--- config.mk ---
export PLATFORM = sky130hd
export DESIGN_NAME = fifo_uart_tx_flat
export DESIGN_NICKNAME = d
export VERILOG_FILES = /design/src/rtl/uart_pkg.sv /design/src/rtl/fifo_uart_tx_if.sv /design/src/rtl/uart_tx_byte.sv /design/src/rtl/fifo_uart_tx.sv /design/src/flat_wrapper.sv
export SDC_FILE = /design/constraint.sdc
export NUM_CORES = 1
export LEC_CHECK = 0
export ABC_AREA = 1
export CORE_MARGIN = 4
export CORE_UTILIZATION = 59
export DETAILED_ROUTE_END_ITERATION = 6
export PLACE_DENSITY = 0.95
export SLEW_MARGIN = 20
export SYNTH_ARGS = -nofsm -noshare
export SYNTH_HDL_FRONTEND = slang
export SYNTH_SLANG_ARGS = --single-unit
export TNS_END_PERCENT = 100
--- constraint.sdc ---
create_clock -name clk -period 4.5 [get_ports clk]
set_input_delay 0.45 -clock clk [delete_from_list [all_inputs] [get_ports clk]]
set_output_delay 0.45 -clock clk [all_outputs]
set_load 0.005 [all_outputs]
--- src/rtl/uart_pkg.sv ---
// ----------------------------------------------------------------------------
// uart_pkg
//   Shared types and constants for the FIFO-to-UART transmit path.
//   - tx_state_t : word-level FSM states (fifo_uart_tx) and bit-level phases
//                  (uart_tx_byte) share one enum.
//   - UART framing constants for 8N1.
//   - ceil_log2_min1 : index width helper that never returns zero.
// ----------------------------------------------------------------------------
package uart_pkg;

  typedef enum logic [2:0] {
    IDLE  = 3'd0,
    FETCH = 3'd1,
    LATCH = 3'd2,
    START = 3'd3,
    DATA  = 3'd4,
    STOP  = 3'd5
  } tx_state_t;

  localparam logic UART_START_BIT      = 1'b0;
  localparam logic UART_STOP_BIT       = 1'b1;
  localparam int   UART_BITS_PER_FRAME = 10;

  // Width needed to count 0..n-1, but at least one bit so vectors stay legal.
  function automatic int ceil_log2_min1(input int n);
    int w;
    w = 1;
    while ((1 << w) < n) begin
      w = w + 1;
    end
    return w;
  endfunction

endpackage

--- src/rtl/fifo_uart_tx_if.sv ---
// ----------------------------------------------------------------------------
// fifo_uart_tx_if
//   Read-side handshake between a synchronous FIFO and its consumer.
//   fifo_empty : FIFO has no word available
//   fifo_rd_en : one-cycle read strobe from the consumer
//   fifo_data  : FIFO read data, valid the cycle after rd_en is sampled
//   modport master : consumer (owns fifo_rd_en)
//   modport slave  : FIFO (owns fifo_empty and fifo_data)
// ----------------------------------------------------------------------------
interface fifo_uart_tx_if #(
  parameter int DATA_WIDTH = 32
) ();

  logic                  fifo_empty;
  logic                  fifo_rd_en;
  logic [DATA_WIDTH-1:0] fifo_data;

  modport master (
    output fifo_rd_en,
    input  fifo_empty,
    input  fifo_data
  );

  modport slave (
    input  fifo_rd_en,
    output fifo_empty,
    output fifo_data
  );

endinterface

--- src/rtl/uart_tx_byte.sv ---
// ----------------------------------------------------------------------------
// uart_tx_byte
//   8N1 byte serializer: start bit, 8 data bits LSB first, stop bit, each held
//   CLKS_PER_BIT cycles. A new byte may be launched while idle or on the very
//   last cycle of the stop bit, so consecutive bytes leave no idle gap.
//   clk        : system clock
//   reset      : synchronous active-high reset (forces the line idle-high)
//   start_i    : launch request, honoured when idle or at byte_end_o
//   data_i     : byte to send, sampled when the launch is honoured
//   tx_o       : registered serial output, idle high
//   byte_end_o : high on the final cycle of the stop bit
// ----------------------------------------------------------------------------
module uart_tx_byte
  import uart_pkg::*;
#(
  parameter int CLKS_PER_BIT = 868
) (
  input  logic       clk,
  input  logic       reset,
  input  logic       start_i,
  input  logic [7:0] data_i,
  output logic       tx_o,
  output logic       byte_end_o
);

  localparam int               CNT_W     = ceil_log2_min1(CLKS_PER_BIT);
  localparam logic [CNT_W-1:0] LAST_TICK = CNT_W'(CLKS_PER_BIT - 1);

  tx_state_t        phase_q;
  logic [CNT_W-1:0] baud_q;
  logic [2:0]       bit_q;
  logic [7:0]       shreg_q;
  logic             tx_q;

  logic tick_s;
  logic byte_end_s;
  logic launch_s;

  // Bit-boundary and launch decode.
  always_comb begin
    tick_s     = (baud_q == LAST_TICK);
    byte_end_s = (phase_q == STOP) && tick_s;
    launch_s   = start_i && ((phase_q == IDLE) || byte_end_s);
  end

  // Serializer state, baud counter and registered line driver.
  always_ff @(posedge clk) begin
    if (reset) begin
      phase_q <= IDLE;
      baud_q  <= '0;
      bit_q   <= 3'd0;
      shreg_q <= 8'h00;
      tx_q    <= UART_STOP_BIT;
    end else if (launch_s) begin
      phase_q <= START;
      baud_q  <= '0;
      bit_q   <= 3'd0;
      shreg_q <= data_i;
      tx_q    <= UART_START_BIT;
    end else begin
      case (phase_q)
        START: begin
          if (tick_s) begin
            baud_q  <= '0;
            bit_q   <= 3'd0;
            phase_q <= DATA;
            tx_q    <= shreg_q[0];
          end else begin
            baud_q <= baud_q + 1'b1;
          end
        end
        DATA: begin
          if (tick_s) begin
            baud_q <= '0;
            if (bit_q == 3'd7) begin
              phase_q <= STOP;
              tx_q    <= UART_STOP_BIT;
            end else begin
              bit_q   <= bit_q + 3'd1;
              shreg_q <= {1'b0, shreg_q[7:1]};
              tx_q    <= shreg_q[1];
            end
          end else begin
            baud_q <= baud_q + 1'b1;
          end
        end
        STOP: begin
          if (tick_s) begin
            baud_q  <= '0;
            phase_q <= IDLE;
            tx_q    <= UART_STOP_BIT;
          end else begin
            baud_q <= baud_q + 1'b1;
          end
        end
        default: begin
          phase_q <= IDLE;
          baud_q  <= '0;
          tx_q    <= UART_STOP_BIT;
        end
      endcase
    end
  end

  assign tx_o       = tx_q;
  assign byte_end_o = byte_end_s;

endmodule

--- src/rtl/fifo_uart_tx.sv ---
// ----------------------------------------------------------------------------
// fifo_uart_tx
//   FIFO consumer that drains DATA_WIDTH-bit words and sends each one on a
//   UART 8N1 line, least-significant byte first. One word in flight at a time.
//   clk       : system clock, rising edge
//   reset     : synchronous active-high reset; aborts any word in progress
//   enable    : permits starting a new word (checked only in IDLE)
//   fifo      : FIFO read handshake (master side: drives fifo_rd_en)
//   tx        : UART line, idle high
//   busy      : high from FETCH through the final stop bit
//   word_done : one-cycle pulse after the last stop bit of a word
// ----------------------------------------------------------------------------
module fifo_uart_tx
  import uart_pkg::*;
#(
  parameter int DATA_WIDTH   = 32,
  parameter int CLKS_PER_BIT = 868
) (
  input  logic           clk,
  input  logic           reset,
  input  logic           enable,
  fifo_uart_tx_if.master fifo,
  output logic           tx,
  output logic           busy,
  output logic           word_done
);

  localparam int               NUM_BYTES = DATA_WIDTH / 8;
  localparam int               IDX_W     = ceil_log2_min1(NUM_BYTES);
  localparam logic [IDX_W-1:0] LAST_IDX  = IDX_W'(NUM_BYTES - 1);

  if ((DATA_WIDTH % 8) != 0 || DATA_WIDTH < 8) begin : g_bad_width
    $error("fifo_uart_tx: DATA_WIDTH must be a non-zero multiple of 8");
  end
  if (CLKS_PER_BIT < 2) begin : g_bad_baud
    $error("fifo_uart_tx: CLKS_PER_BIT must be >= 2");
  end

  // Word-level states only: IDLE, FETCH, LATCH, then DATA while the bytes of
  // the word are on the line. Bit-level START/DATA/STOP live in uart_tx_byte.
  tx_state_t             state_q;
  logic                  rd_en_q;
  logic                  busy_q;
  logic                  word_done_q;
  logic [DATA_WIDTH-1:0] word_q;
  logic [IDX_W-1:0]      byte_idx_q;

  logic [IDX_W-1:0] next_idx_s;
  logic             last_byte_s;
  logic             ser_start_s;
  logic [7:0]       ser_data_s;
  logic             byte_end_s;

  // Byte launch select. The first byte comes straight from the FIFO output in
  // LATCH so the start bit follows LATCH with no extra cycle; fifo_data is
  // looked at in no other state. Later bytes come from the latched word and
  // launch on the last stop-bit cycle of the previous byte.
  always_comb begin
    next_idx_s  = byte_idx_q + 1'b1;
    last_byte_s = (byte_idx_q == LAST_IDX);
    if (state_q == LATCH) begin
      ser_start_s = 1'b1;
      ser_data_s  = fifo.fifo_data[7:0];
    end else if ((state_q == DATA) && byte_end_s && !last_byte_s) begin
      ser_start_s = 1'b1;
      ser_data_s  = word_q[{next_idx_s, 3'b000} +: 8];
    end else begin
      ser_start_s = 1'b0;
      ser_data_s  = 8'h00;
    end
  end

  // Word FSM with registered handshake and status outputs.
  always_ff @(posedge clk) begin
    if (reset) begin
      state_q     <= IDLE;
      rd_en_q     <= 1'b0;
      busy_q      <= 1'b0;
      word_done_q <= 1'b0;
      word_q      <= '0;
      byte_idx_q  <= '0;
    end else begin
      rd_en_q     <= 1'b0;
      word_done_q <= 1'b0;
      case (state_q)
        IDLE: begin
          if (enable && !fifo.fifo_empty) begin
            state_q <= FETCH;
            rd_en_q <= 1'b1;
            busy_q  <= 1'b1;
          end
        end
        FETCH: begin
          state_q <= LATCH;
        end
        LATCH: begin
          word_q     <= fifo.fifo_data;
          byte_idx_q <= '0;
          state_q    <= DATA;
        end
        DATA: begin
          if (byte_end_s) begin
            if (last_byte_s) begin
              state_q     <= IDLE;
              busy_q      <= 1'b0;
              word_done_q <= 1'b1;
            end else begin
              byte_idx_q <= next_idx_s;
            end
          end
        end
        default: begin
          state_q <= IDLE;
          busy_q  <= 1'b0;
        end
      endcase
    end
  end

  uart_tx_byte #(
    .CLKS_PER_BIT(CLKS_PER_BIT)
  ) u_byte (
    .clk        (clk),
    .reset      (reset),
    .start_i    (ser_start_s),
    .data_i     (ser_data_s),
    .tx_o       (tx),
    .byte_end_o (byte_end_s)
  );

  assign fifo.fifo_rd_en = rd_en_q;
  assign busy            = busy_q;
  assign word_done       = word_done_q;

endmodule
--- src/flat_wrapper.sv ---
// flat-port wrapper written by rule: the top's interface ports become plain ports
module fifo_uart_tx_flat import uart_pkg::*;
#(
  parameter int DATA_WIDTH   = 32,
  parameter int CLKS_PER_BIT = 868
)
  (clk, reset, enable, tx, busy, word_done, fifo_fifo_rd_en, fifo_fifo_empty, fifo_fifo_data);
  fifo_uart_tx_if #(.DATA_WIDTH(DATA_WIDTH)) fifo_i ();
  input  logic clk;
  input  logic reset;
  input  logic enable;
  output logic tx;
  output logic busy;
  output logic word_done;
  output wire logic [$bits(fifo_i.fifo_rd_en)-1:0] fifo_fifo_rd_en;
  input wire logic [$bits(fifo_i.fifo_empty)-1:0] fifo_fifo_empty;
  input wire logic [$bits(fifo_i.fifo_data)-1:0] fifo_fifo_data;
  assign fifo_fifo_rd_en = fifo_i.fifo_rd_en;
  assign fifo_i.fifo_empty = fifo_fifo_empty;
  assign fifo_i.fifo_data = fifo_fifo_data;
  fifo_uart_tx #(.DATA_WIDTH(DATA_WIDTH), .CLKS_PER_BIT(CLKS_PER_BIT)) u_core (.clk(clk), .reset(reset), .enable(enable), .fifo(fifo_i), .tx(tx), .busy(busy), .word_done(word_done));
endmodule
Word level (Yosys, flattened, before mapping). Index checks and enable logic that the tools add are counted.

Bits in registers: 65. Input port bits: 36. Word-level logic and storage cells: 108.

Add/sub/neg operators: 3. Equal/unequal tests: 23. Shift operators: 1. Muxes and demuxes: 36. Bitwise gates (word level): 5. Reduce and logical (&&, ||, !) cells: 28.

Operators by type and width (count): 8-bit two-way mux (6); 32-bit by 6-bit variable part select with 8-bit output (1); 3-bit two-way mux (9); 4-bit AND reduction (4); 2-bit != test, second input constant (7); 3-bit == test, second input constant (4); 1-bit two-way mux (12); 3-bit != test, second input constant (4); 3-bit one-hot mux with 4 select lines (1); 3-bit AND reduction (4); 10-bit by 1-bit adder with 10-bit output, second input constant (1); 10-bit == test, second input constant (1); 3-bit one-hot mux with 3 select lines (1); 2-bit nonzero test (4); 3-bit by 2-bit == test with 1-bit output, second input constant (2); 3-bit zero test (2); 2-bit two-way mux (3); 2-bit by 1-bit != test with 1-bit output, second input constant (3); 1-bit one-hot mux with 3 select lines (2); 3-bit one-hot mux with 2 select lines (1); 2-bit OR reduction (3); 3-bit OR reduction (2); 1-bit logical AND (5); 1-bit NOT (5); 8 further kinds (9).

Depth between registers and ports, before layout.
Depth in word-level cells: 9. Depth in mapped cells: 12. Gate-level depth less buffers: 12.

Cells and area by module. Synthesis repeated with hierarchy kept, for this count alone.

Cell total of the unflattened synthesis: 410. Area total of the unflattened synthesis: 2967.8 um^2.

Modules (own cells, without submodules): fifo_uart_tx (times used 1, cells an instance 243, area an instance 1754.2 um^2, seq. area each 800.8 um^2); uart_tx_byte (times used 1, cells an instance 167, area an instance 1213.7 um^2, seq. area each 500.5 um^2).

Worst setup path after synthesis. No wires, ideal clock.

Path kind: reg-to-reg. Start: register u_core.byte_idx_q[0]. End: register u_core.u_byte.shreg_q[0]. Setup time: 128 ps. Arrival: 1369 ps. Data required time: 4372 ps. Slack: 3003 ps. Cell stages (with the launch flop): 13. Buffers on the path: 1. Cells stage by stage: dfxtp_1 -> ha_1 -> buf_2 -> inv_1 -> nor2_1 -> o21ai_0 -> nand2_1 -> nand2_1 -> nand2_1 -> nand3_1 -> nand2_1 -> nor2_1 -> nor2_1.

Word-level cells in the longest chain between the ends: 8.

RTL lines: from (decl) (RTL line fifo_uart_tx.sv:46) `logic [IDX_W-1:0] byte_idx_q;`; from (signal assigned) (RTL line fifo_uart_tx.sv:108) `byte_idx_q <= next_idx_s;`; branches (longest 8 deep; another with 2-bit by 1-bit adder with 2-bit output); to (signal assigned) (RTL line uart_tx_byte.sv:58) `shreg_q <= data_i;`; to (signal assigned) (RTL line uart_tx_byte.sv:80) `shreg_q <= {1'b0, shreg_q[7:1]};`; to (decl) (RTL line uart_tx_byte.sv:32) `logic [7:0] shreg_q;`.

Several ways; the timed one is not identified. A chain may end at the register's enable or synchronous reset.

Worst setup path in the final report.
Start: register u_core.state_q[2]. End: register u_core.u_byte.shreg_q[6].

Word-level cells in the longest chain between the ends: 8.

RTL lines: from (decl) (RTL line fifo_uart_tx.sv:41) `tx_state_t state_q;`; from (signal assigned) (RTL line fifo_uart_tx.sv:76) `state_q <= IDLE;`; from (signal assigned) (RTL line fifo_uart_tx.sv:88) `state_q <= FETCH;`; from (signal assigned) (RTL line fifo_uart_tx.sv:94) `state_q <= LATCH;`; 3-bit == test (RTL line fifo_uart_tx.sv:64) `end else if ((state_q == DATA) && byte_end_s && !last_byte_s) begin`; 1-bit logical AND (2 in a row) (RTL line fifo_uart_tx.sv:64); 1-bit two-way mux (RTL line fifo_uart_tx.sv:64); 1-bit two-way mux (RTL line fifo_uart_tx.sv:61) `if (state_q == LATCH) begin`; 1-bit logical AND (RTL line uart_tx_byte.sv:43) `launch_s = start_i && ((phase_q == IDLE) || byte_end_s);`; 2-bit != test (no line) / 2-bit nonzero test (equally long branches); 3-bit AND reduction (no line).

Parallel ways exist; a longest one is shown, timed or not.

==> results by group <==
Cells and area
  – ANT cells: 0
  – Area growth, synth to finish: 20.43%
  – Layout cells sized above 1: 0.07741
  – # fillers: 391
  – Final net count: slightly above 500
  – Final Util: 0.7556

Power and ir drop
  – Lkg Pwr: 1.560 nW
  – Sequential Power Share: 0.478
  – Switching share of power: 0.2142
  – PwrDens: 337.3 mW/mm²
  – Switching power: 266.3 µW
  – P_int: 977.3 µW
  – Comb pwr share: 0.073
  – Clock power frac: 0.449
  – Worst vdd ir: 0.2118 mV

Synth
  – Yosys cell types: 30
  – Post-synth EDFFs: 0
  – Syn Nets: 479
  – Mapped Area: about 0.0031 mm²
  – Yosys warnings: 0
  – Share of the synthesized area in the top cell type: 0.4250
  – Register area share after synthesis: 0.4250
  – Asr flop ratio synth: 0
  – Synth top area cells: dfxtp_1 (43%), nor2_1 (15%), nand2_1 (9.4%)
  – Syn Inst Count: approximately 440
  – Top_reg_cell synth: dfxtp_1
  – Mean Syn Cell Area: 6.974 µm²
  – Post-synthesis register bit count: 65
  – Leading area contributor after synthesis: dfxtp_1

Timing
  – RSZ-0062 raised after global routing: false
  – Tcrit/Tclk final: 0.5409
  – Final hold vios: 0
  – Fmax: around 0.41 GHz
  – Relative slew slack: 0.4050
  – Least-Margin Pin Slew: 0.8897 ns
  – Final setup TNS: 0 ns
  – Fin. max-slew vios: 0
  – Slack of the critical path: between 2 and 2.5 ns
  – Final Critical Period: around 2.4 ns
  – Layout Skew: 0.008673 ns
  – Final setup fails: 0

Route
  – Post-DR wirelength/cell: 12.72 µm
  – ANT nets after route: 0
  – Drt first pass iters: 4
  – Residual DRC: 0
  – Vias/cell: 5.233
  – Total Wirelength: 6.932 mm
  – Violation count after the first detailed-route iteration: 141
  – Via count: 2852

Setup path
  – Startpoint type of the worst setup path: flip-flop
  – Crit path kind: reg -> reg
  – Critical path arrival: approximately 2.6 ns
  – Critical path peak fanout: 44
  – Crit path required time: 4.69 ns
  – Critical Path Sink Type: flip-flop

Floorplanning
  – Num ports: 40
  – DIE AREA: between 0.006 and 0.007 mm²
  – Placeable core area: 0.004880 mm²
  – Die Wd: between 80 and 90 µm
  – Die Ht: 80.04 µm
  – Initial Util: 0.6274
  – FP Rows: 25

GRT
  – Largest net degree at the start of global routing: 45
  – Gr usage total: 0.2327
  – Initial antenna violation count: 0
  – First-pass GRT wire length: 11.67 mm
  – Global route total overflow: 0
  – Vias in the first global route: ~2.8k

Placed design
  – DP HPWL: 4.805 mm
  – IO buf count: 39
  – Pre-CTS WS: 1.791 ns
  – Gp weighted congestion: 0.8201

Clock network
  – CTS Sinks: 65
  – Clk root buf: clkbuf_8
  – CTS Hold Buffers Added: 0
  – Longest Clk Path Bufs: 2
  – Postcts setup bufs: 0
  – Num CTS Buffers: 9
  – CTS tree: yes
  – H-tree depth: 3
  – Post_cts resized: 0
  – Clock transition at path regs: approximately 0.070 ns
  – Worst skew pair latency: 0.34 ns

Hold path
  – HP Class: reg -> reg

Run
  – Max-Cap Viols: 0

Outcome
  – Status: finished clean
-- worst max-delay path, stage by stage, from the launching register on --
cell,delay (ns)
dfxtp_1,0.33
nor2_1,0.14
nand2_2,0.44
inv_2,0.63
o21ai_0,0.17
inv_1,0.11
nand3_4,0.14
nand2_4,0.13
nor2_1,0.04
nor2_1,0.10
nor2_1,0.05
-- path summary, 6_finish.rpt --
| path | slack (ns) | from | cells past startpoint | endpoint |
|---|---|---|---|---|
| setup reg to reg | 2.07 | u_core.state_q[2]$_SDFFE_PP0P_ | 10 | u_core.u_byte.shreg_q[6]$_SDFFE_PP0P_ |
| setup / recovery | 2.07 | u_core.state_q[2]$_SDFFE_PP0P_ | 10 | u_core.u_byte.shreg_q[6]$_SDFFE_PP0P_ |
| hold / removal | 0.46 | u_core.u_byte.baud_q[0]$_SDFF_PP0_ | 1 | u_core.u_byte.baud_q[0]$_SDFF_PP0_ |
| hold reg to reg | 0.46 | u_core.u_byte.baud_q[0]$_SDFF_PP0_ | 1 | u_core.u_byte.baud_q[0]$_SDFF_PP0_ |
-- cells by family after synthesis --
family | count (synthesis) | synth area share
AO/OA/AOI/OAI | 69 | 0.1140
AND/OR/NAND/NOR | 245 | 0.3633
buffers and inverters | 51 | 0.06702
adder cells (fa/ha/maj) | 4 | 0.01635
XOR/XNOR | 5 | 0.01430
flip-flops | 65 | 0.4250
-- cell type report --
| cell class | instances | area [µm²] | area share |
|---|---|---|---|
| Multi-Input combinational cell | 323 | 1555 | 0.4218 |
| Timing Repair Buffer | 39 | 390.4 | 0.1059 |
| Clock buffer | 14 | 162.7 | 0.04411 |
| Inverter | 35 | 133.9 | 0.03631 |
| Tap cell | 67 | 83.83 | 0.02273 |
| Sequential cell | 65 | 1301 | 0.3529 |
| Clock inverter | 2 | 60.06 | 0.01629 |
-- cell usage after synthesis, types with 6 or more instances --
library cell	number
nand2_1	77
nor2_1	123
a21oi_1	20
clkbuf_1	6
o21ai_0	46
buf_2	9
nor3_1	6
inv_1	31
dfxtp_1	65
nand3_1	16
-- power by group through the flow --
stage	Combinational [mW]	Sequential (mW)	Clock (mW)
detailed placement	0.0900	0.608	0
CTS	0.0905	0.595	0.560
global placement	0.0873	0.607	0
global route	0.101	0.596	0.587
finish	0.0907	0.595	0.558
floorplan	0.0477	0.606	0
-- sequential cells by signal, summed over array words and instances (netlist names) --
register / flops
u_core.fifo.fifo_rd_en: 1
u_core.busy: 1
u_core.u_byte.baud_q: 10
u_core.byte_idx_q: 2
u_core.state_q: 3
u_core.word_q: 32
u_core.u_byte.phase_q: 3
u_core.word_done: 1
u_core.u_byte.tx_o: 1
u_core.u_byte.bit_q: 3
u_core.u_byte.shreg_q: 8
-- through the flow --
stage | cell area, µm² | std cells | power (mW) | hold WS [ns]
6_report | 3687 | 545 | 1.244 | 0.4588
5_1_grt | 3687 | 545 | 1.283 | 0.4828
4_1_cts | 3687 | 545 | 1.246 | 0.4619
3_5_place_dp | 3465 | 529 | 0.6977 | 0.4471
3_3_place_gp | 3465 | 529 | 0.6943 | 0.4323
2_1_floorplan | 3062 | 439 | 0.6536 | 0.4179
-- routing by layer --
metal | up-vias | wire length [µm] | share of wire | global-route usage
met5 | - | 0 | 0 | 0
met4 | 0 | 179 | 0.026 | 0.1250
met3 | 19 | 352 | 0.051 | 0.04853
met2 | 88 | 3450 | 0.50 | 0.4073
met1 | 1279 | 2950 | 0.43 | 0.2622
li1 | 1466 | - | - | -
-- placed cells by master (no fill, tap or decap), drive strengths merged --
master | Yosys | layout
a31oi | 1 | 1
nor3 | 7 | 7
inv | 35 | 35
o21ai | 46 | 46
nand3 | 20 | 20
ha | 4 | 4
o22ai | 2 | 2
bufinv | 0 | 2
clkdlybuf4s50 | 0 | 39
nand3b | 1 | 1
clkbuf | 6 | 14
nor2 | 128 | 128
nor3b | 1 | 1
nand4 | 3 | 3
nand2 | 85 | 85
xor2 | 4 | 4
xnor2 | 1 | 1
dfxtp | 65 | 65
a21oi | 20 | 20
(Power assumes the default switching activity.)
